[config.mk]
export PLATFORM = sky130hd
export DESIGN_NAME = stream_framer
export DESIGN_NICKNAME = d
export VERILOG_FILES = /design/src/rtl/sdr_frame_pkg.sv /design/src/rtl/crc8_update.sv /design/src/rtl/stream_framer.sv
export SDC_FILE = /design/constraint.sdc
export NUM_CORES = 1
export LEC_CHECK = 0
export CAP_MARGIN = 20
export CORE_MARGIN = 2
export CORE_UTILIZATION = 50
export DETAILED_ROUTE_END_ITERATION = 16
export PLACE_DENSITY = 0.75
export SLEW_MARGIN = 20
export SYNTH_ARGS = -nofsm -noshare
export SYNTH_HDL_FRONTEND = slang
export SYNTH_HIERARCHICAL = 1
export SYNTH_SLANG_ARGS = --single-unit
export TNS_END_PERCENT = 50
[constraint.sdc]
create_clock -name clk -period 2.8 [get_ports clk]
set_input_delay 0.56 -clock clk [delete_from_list [all_inputs] [get_ports clk]]
set_output_delay 0.56 -clock clk [all_outputs]
set_load 0.01 [all_outputs]
[src/rtl/sdr_frame_pkg.sv]
// rtl/sdr_frame_pkg.sv - shared types and constants for the stream framer
// Contents: framer FSM state enum, default preamble byte and sync word, CRC-8 polynomial.
// The CRC state exists only when STREAM_FRAMER_CRC_EN is defined.
package sdr_frame_pkg;

  localparam logic [7:0]  PREAMBLE_BYTE_DEFAULT = 8'h55;
  localparam logic [15:0] SYNC_WORD_DEFAULT     = 16'hD391;
  localparam logic [7:0]  CRC8_POLY             = 8'h07;

  typedef enum logic [2:0] {
    ST_IDLE     = 3'd0,
    ST_PREAMBLE = 3'd1,
    ST_SYNC     = 3'd2,
    ST_LEN      = 3'd3,
    ST_PAYLOAD  = 3'd4
`ifdef STREAM_FRAMER_CRC_EN
    , ST_CRC    = 3'd5
`endif
  } state_t;

endpackage

[src/rtl/crc8_update.sv]
// rtl/crc8_update.sv - combinational one-byte CRC-8 step (MSB first, no reflection)
// Ports:
//   crc_in  [7:0] - current CRC value
//   data_in [7:0] - byte folded into the CRC
//   crc_out [7:0] - CRC after absorbing data_in
module crc8_update
  import sdr_frame_pkg::*;
(
  input  logic [7:0] crc_in,
  input  logic [7:0] data_in,
  output logic [7:0] crc_out
);

  logic [7:0] c;

  always_comb begin
    c = crc_in ^ data_in;
    for (int i = 0; i < 8; i++) begin
      c = c[7] ? ((c << 1) ^ CRC8_POLY) : (c << 1);
    end
    crc_out = c;
  end

endmodule

[src/rtl/stream_framer.sv]
// rtl/stream_framer.sv - wraps a payload byte stream into preamble/sync/len/payload[/crc] frames
// Optional feature macro: STREAM_FRAMER_CRC_EN (appends CRC-8 over LEN and payload bytes).
// Ports:
//   clk, rst              - clock, synchronous active-high reset
//   hdr_valid/hdr_len     - frame descriptor (payload byte count), hdr_ready accepts it
//   in_valid/in_data      - payload bytes, in_ready accepts one
//   out_valid/out_data    - registered framed byte stream, out_ready from downstream
//   out_last              - marks the final byte of each frame
//   busy                  - FSM is not idle
module stream_framer
  import sdr_frame_pkg::*;
#(
  parameter int          PREAMBLE_LEN  = 4,
  parameter logic [7:0]  PREAMBLE_BYTE = PREAMBLE_BYTE_DEFAULT,
  parameter logic [15:0] SYNC_WORD     = SYNC_WORD_DEFAULT
)
(
  input  logic       clk,
  input  logic       rst,
  input  logic       hdr_valid,
  input  logic [7:0] hdr_len,
  output logic       hdr_ready,
  input  logic       in_valid,
  input  logic [7:0] in_data,
  output logic       in_ready,
  output logic       out_valid,
  output logic [7:0] out_data,
  output logic       out_last,
  input  logic       out_ready,
  output logic       busy
);

  localparam logic [7:0] PRE_LAST = 8'(PREAMBLE_LEN - 1);

  state_t     state, state_d;
  logic [7:0] cnt, cnt_d;
  logic [7:0] len_q;
  logic       slot_free;
  logic       hdr_fire;
  logic       emit;
  logic [7:0] emit_data;
  logic       emit_last;

`ifdef STREAM_FRAMER_CRC_EN
  logic [7:0] crc_q, crc_next;
  logic       crc_feed;
`endif

  assign slot_free = ~out_valid | out_ready;
  assign hdr_fire  = hdr_valid & hdr_ready;

  // State register
  always_ff @(posedge clk) begin
    if (rst) state <= ST_IDLE;
    else     state <= state_d;
  end

  // Next state plus the byte (if any) pushed into the output slot this cycle.
  always_comb begin
    state_d   = state;
    cnt_d     = cnt;
    emit      = 1'b0;
    emit_data = 8'h00;
    emit_last = 1'b0;
`ifdef STREAM_FRAMER_CRC_EN
    crc_feed  = 1'b0;
`endif
    case (state)
      ST_IDLE: begin
        // The first preamble byte leaves with the descriptor handshake so a
        // queued frame follows the previous last byte without a bubble.
        if (hdr_fire) begin
          emit      = 1'b1;
          emit_data = PREAMBLE_BYTE;
          if (PREAMBLE_LEN == 1) begin
            state_d = ST_SYNC;
            cnt_d   = 8'd0;
          end else begin
            state_d = ST_PREAMBLE;
            cnt_d   = 8'd1;
          end
        end
      end
      ST_PREAMBLE: begin
        if (slot_free) begin
          emit      = 1'b1;
          emit_data = PREAMBLE_BYTE;
          if (cnt == PRE_LAST) begin
            state_d = ST_SYNC;
            cnt_d   = 8'd0;
          end else begin
            cnt_d = cnt + 8'd1;
          end
        end
      end
      ST_SYNC: begin
        if (slot_free) begin
          emit = 1'b1;
          if (cnt == 8'd0) begin
            emit_data = SYNC_WORD[15:8];
            cnt_d     = 8'd1;
          end else begin
            emit_data = SYNC_WORD[7:0];
            cnt_d     = 8'd0;
            state_d   = ST_LEN;
          end
        end
      end
      ST_LEN: begin
        if (slot_free) begin
          emit      = 1'b1;
          emit_data = len_q;
`ifdef STREAM_FRAMER_CRC_EN
          crc_feed  = 1'b1;
`endif
          if (len_q != 8'd0) begin
            state_d = ST_PAYLOAD;
          end else begin
`ifdef STREAM_FRAMER_CRC_EN
            state_d   = ST_CRC;
`else
            state_d   = ST_IDLE;
            emit_last = 1'b1;
`endif
          end
        end
      end
      ST_PAYLOAD: begin
        if (in_valid && in_ready) begin
          emit      = 1'b1;
          emit_data = in_data;
`ifdef STREAM_FRAMER_CRC_EN
          crc_feed  = 1'b1;
`endif
          // len_q is nonzero here, so len_q-1 cannot underflow.
          if (cnt == len_q - 8'd1) begin
            cnt_d = 8'd0;
`ifdef STREAM_FRAMER_CRC_EN
            state_d   = ST_CRC;
`else
            state_d   = ST_IDLE;
            emit_last = 1'b1;
`endif
          end else begin
            cnt_d = cnt + 8'd1;
          end
        end
      end
`ifdef STREAM_FRAMER_CRC_EN
      ST_CRC: begin
        if (slot_free) begin
          emit      = 1'b1;
          emit_data = crc_q;
          emit_last = 1'b1;
          state_d   = ST_IDLE;
        end
      end
`endif
      default: state_d = ST_IDLE;
    endcase
  end

  // Handshake and status outputs
  always_comb begin
    hdr_ready = (state == ST_IDLE)    & slot_free & ~rst;
    in_ready  = (state == ST_PAYLOAD) & slot_free & ~rst;
    busy      = (state != ST_IDLE);
  end

  // Output slot, byte counter and latched length
  always_ff @(posedge clk) begin
    if (rst) begin
      out_valid <= 1'b0;
      out_data  <= 8'h00;
      out_last  <= 1'b0;
      cnt       <= 8'd0;
      len_q     <= 8'd0;
    end else begin
      cnt <= cnt_d;
      if (hdr_fire) len_q <= hdr_len;
      if (emit) begin
        out_valid <= 1'b1;
        out_data  <= emit_data;
        out_last  <= emit_last;
      end else if (out_ready) begin
        out_valid <= 1'b0;
        out_last  <= 1'b0;
      end
    end
  end

`ifdef STREAM_FRAMER_CRC_EN
  crc8_update u_crc8 (
    .crc_in  (crc_q),
    .data_in (emit_data),
    .crc_out (crc_next)
  );

  always_ff @(posedge clk) begin
    if (rst)           crc_q <= 8'h00;
    else if (hdr_fire) crc_q <= 8'h00;
    else if (crc_feed) crc_q <= crc_next;
  end
`endif

endmodule
# After elaboration in Yosys (flattened, before gate mapping)
# Index checks and enable logic that the tools add are counted.
# word_totals
ff_bits	29
latchBits	0
mem_bits_rw	0
rom_bits	0
inputBits	21
out_inout_bits	13
mem_count	0
# op_classes
add_sub_neg	2
n_mul	0
n_div	0
n_lt_le_gt_ge	0
n_eq_ne	14
shift	0
mux	37
bitwise	8
n_reduce_logical	10
# ops
cell	count
$mux 8	9
$pmux 8 s5	1
$pmux 8 s4	1
$mux 3	9
$mux 7	3
$ne 2x2->1 const B	8
$pmux 3 s5	1
$mux 1	11
$add 8x1->8 const B	1
$eq 8x2->1 const B	1
$eq 8x8->1	1
$logic_not 8->1	1
$reduce_and 8->1	1
$reduce_bool 8->1	1
$sub 8x1->8 const B	1
$eq 3x2->1 const B	2
$and 1x1->1	5
$reduce_and 5->1	1
$reduce_bool 4->1	1
$eq 3x1->1 const B	1
$eq 3x3->1 const B	1
$logic_not 3->1	1
$pmux 1 s3	1
$reduce_bool 3->1	1
other kinds (6)	7

# Logic depth before layout (Yosys ltp)
# logic_depth
depth_word	8
mapped_depth	11

# Least setup slack after synthesis
# Ideal clock, no wire load.
# synth_timing
kind	flip-flop to flip-flop
from	register len_q[0]
to	register cnt[0]
arrival_ns	2.197
path_slack_ns	0.486
stages_incl_launch_ff	9
n_path_buf	1
period_less_slack_ns	2.314
cell_sequence	dfxtp_1 > buf_4 > or2_2 > xnor2_1 > or4b_2 > a31oi_1 > a21oi_2 > o2bb2ai_1 > a22o_1
# synth_via
elab_chain_cells	5
# synth_rtl
element	line_no	rtl
from (decl)	stream_framer.sv:37	logic [7:0] len_q;
from (signal assigned)	stream_framer.sv:180	if (hdr_fire) len_q <= hdr_len;
$sub 8x1->8	stream_framer.sv:136	if (cnt == len_q - 8'd1) begin
$eq 8x8->1	stream_framer.sv:136	
$mux 8	stream_framer.sv:136	
$mux 8	stream_framer.sv:129	if (in_valid && in_ready) begin
$pmux 8 s4	stream_framer.sv:68	case (state)
to (signal assigned)	stream_framer.sv:179	cnt <= cnt_d;
to (decl)	stream_framer.sv:36	logic [7:0] cnt, cnt_d;
# No other way between the ends. The select of a mux whose other input is x is not followed.
# A chain may end at the register's enable or synchronous reset.

# Final worst setup path
# layout_timing
from	input port out_ready
to	output port in_ready
# layout_via
elab_chain_cells	3
# layout_rtl
element	line_no	rtl
from (decl)	stream_framer.sv:29	input logic out_ready,
$or 1x1->1	stream_framer.sv:49	assign slot_free = ~out_valid | out_ready;
$and 1x1->1 (2 in a row)	stream_framer.sv:166	in_ready = (state == ST_PAYLOAD) & slot_free & ~rst;
to (decl)	stream_framer.sv:25	output logic in_ready,
# No other way between the ends.

==> results.cfg <==
[global_routing]
antenna_found_initial = 0
first_global_vias = 1702
grt_remaining_overflow = 0
grt_pass1_wl_um = 7650
use_met1_pct = 31.2
grt_busiest_layer = met2
grt_util_met3_pct = 4.40
grt_max_degree = 19
gr-usage-all-layers_pct = 23.0
use_met2_pct = 36.3

[sta]
skew_ps = 8.10
slew_viol_final = 0
fin_crit_sh_pct = 90.0
setup_violations = 0
rsz0062_at_grt = false
slew-limit-headroom_pct = 60.4
finalSetupTns_ps = 0
hold_viol = 0
worstMarginPinSlew_ps = 592
post-route-min-period_ps = 2520
clock.fmax_mhz = 397

[die]
dieWidth_um = 64.4
core_area_sq_um = 3420
die_y_um = 64.4
start_util_pct = 53.3
io_pins = 34
die_area_sq_um = 4140
fp-row-count = 21

[routing]
vias = 1831
drtPass1Iterations = 4
vias_per_cell = 5.85
ant_nets = 0
wirelength_um = 4440
drcViolationCount = 0
drt-wirelength-per-cell_um = 14.2
drt_iter0_markers = 237

[clock_tree]
hold_buffers = 0
cts_tree = done
cts_buffer_depth = 2
numClockSinks = 29
clk_latency_ps = 340
clkTransAtPathRegs_ps = 90
cts_setup_buffers = 0
post_cts_resized = 0
cts-root-buf = clkbuf_4
htree_levels = 2
cts_made_buffers = 5

[cells_and_area]
multi_input_area_sq_um = 1140
seqCellArea_sq_um = 581
final.fill_count = 314
layout.nets = 291
antenna_cells = 0
drive_gt1_share_pct = 8.24
final_cells = 313
final_util_pct = 65.8
syn_to_final_growth_pct = 23.4

[synthesis]
synth_async_sr_flop_share_pct = 0
synth_edf_count = 0
syn_nets = 258
synth-main-ff-cell = dfxtp_1
synth_common_cells = dfxtp_1 (29), nor2_1 (27), nand2_1 (17), o21ai_0 (17), nand3_1 (11)
synth_seq_area_share_pct = 31.9
yosysUniqueCellTypes = 50
synth_area_leaders = dfxtp_1 (32%), nor2_1 (5.6%), mux2i_1 (4.9%)
postSynthAreaPerCell_sq_um = 7.82
syn-instance-count = 233
synth-seq-cells = 29
synth_warnings = 6
yosys.area.top_type = dfxtp_1
syn-cell-area_sq_um = 1820
synth_most_common_cell = dfxtp_1
netlist.area_leader.share_pct = 31.9

[critical_path]
worstPathRequired_ps = 2240
rrSetupSlack_ps = 370
worst_setup_path_start_kind = input port
arrival_ps = 1960
crit_type = in -> out
cp-end-kind = output pin
crit_fanout = 6

[placement]
dp_hpwl_um = 3340
routabilityCongestion = 0.899
dp_cells = 305
port_buffers = 33

[min_path]
hp-class = reg -> reg

[job]
maxCapViolCount = 0

[pwr]
p_per_area_nw_per_um2 = 777
ir_drop_v = 0.000449
p_leak_nw = 0.830

[run_status]
status = complete, no violations
## cells in the final DEF, fill, tap and decap left out, types with 8 or more instances in the layout
cell type,synthesis,routed
nand2_1,17,17
nand3_1,11,11
o21ai_0,17,17
xnor2_1,9,9
mux2i_1,9,9
inv_1,8,8
nor2_1,27,27
dfxtp_1,29,29
nor3_1,10,10
clkdlybuf4s50_1,0,33
## path summary, 6_finish.rpt
| check | start | endpoint | cells past startpoint |
|---|---|---|---|
| max reg2reg | len_q[0] | cnt[2] | 7 |
| min reg2reg | out_data[1] | out_data[1] | 2 |
| max | out_ready | in_ready | 4 |
| min | out_data[1] | out_data[1] | 2 |
## layout make-up
cell class | count | area share, %
multi-input combinational | 181 | 50.8
clock inverter | 2 | 0.445
clock buffer | 6 | 1.84
tap | 46 | 2.56
timing repair buffer | 40 | 17.0
inverter | 9 | 1.50
sequential | 29 | 25.8
## cells by family after synthesis
family                   synth area share (%)
flip-flops                               31.9
AO/OA/AOI/OAI                            22.3
XOR/XNOR                                 5.77
buffers and inverters                    5.49
multiplexers                             4.95
AND/OR/NAND/NOR                          26.9
adder cells (fa/ha/maj)                  2.75
## per-stage QoR
step	power, W	setup slack [ps]	hold slack (ps)	cell area [sq um]
4_1_cts	0.00174	307	469	2250
5_1_grt	0.00188	136	479	2250
3_3_place_gp	0.00150	301	441	2200
2_1_floorplan	0.00119	486	476	1820
6_report	0.00175	280	465	2250
3_5_place_dp	0.00150	306	456	2200
## registers in the layout, indices dropped and copies added, names as in the netlist
| signal | flops |
|---|---|
| out_data | 8 |
| len_q | 8 |
| cnt | 8 |
| out_last | 1 |
| state | 3 |
| out_valid | 1 |
## where the power goes
part,switching [W],internal [W],total [W]
clock network,0.000147,0.0000953,0.000242
logic,0.000485,0.000429,0.000913
registers,0.0000993,0.000492,0.000591
## worst max-delay path: stages
cell	delay, ps
clkdlybuf4s50_1	430
nor2b_1	380
nor3_1	90
clkdlybuf4s50_1	490
## routing by layer
layer,wire [um],up-vias
met3,254,6
met2,2010,68
li1,-,913
met5,0,-
met4,69,0
met1,2110,844
Power figures use the tool's default switching activity.
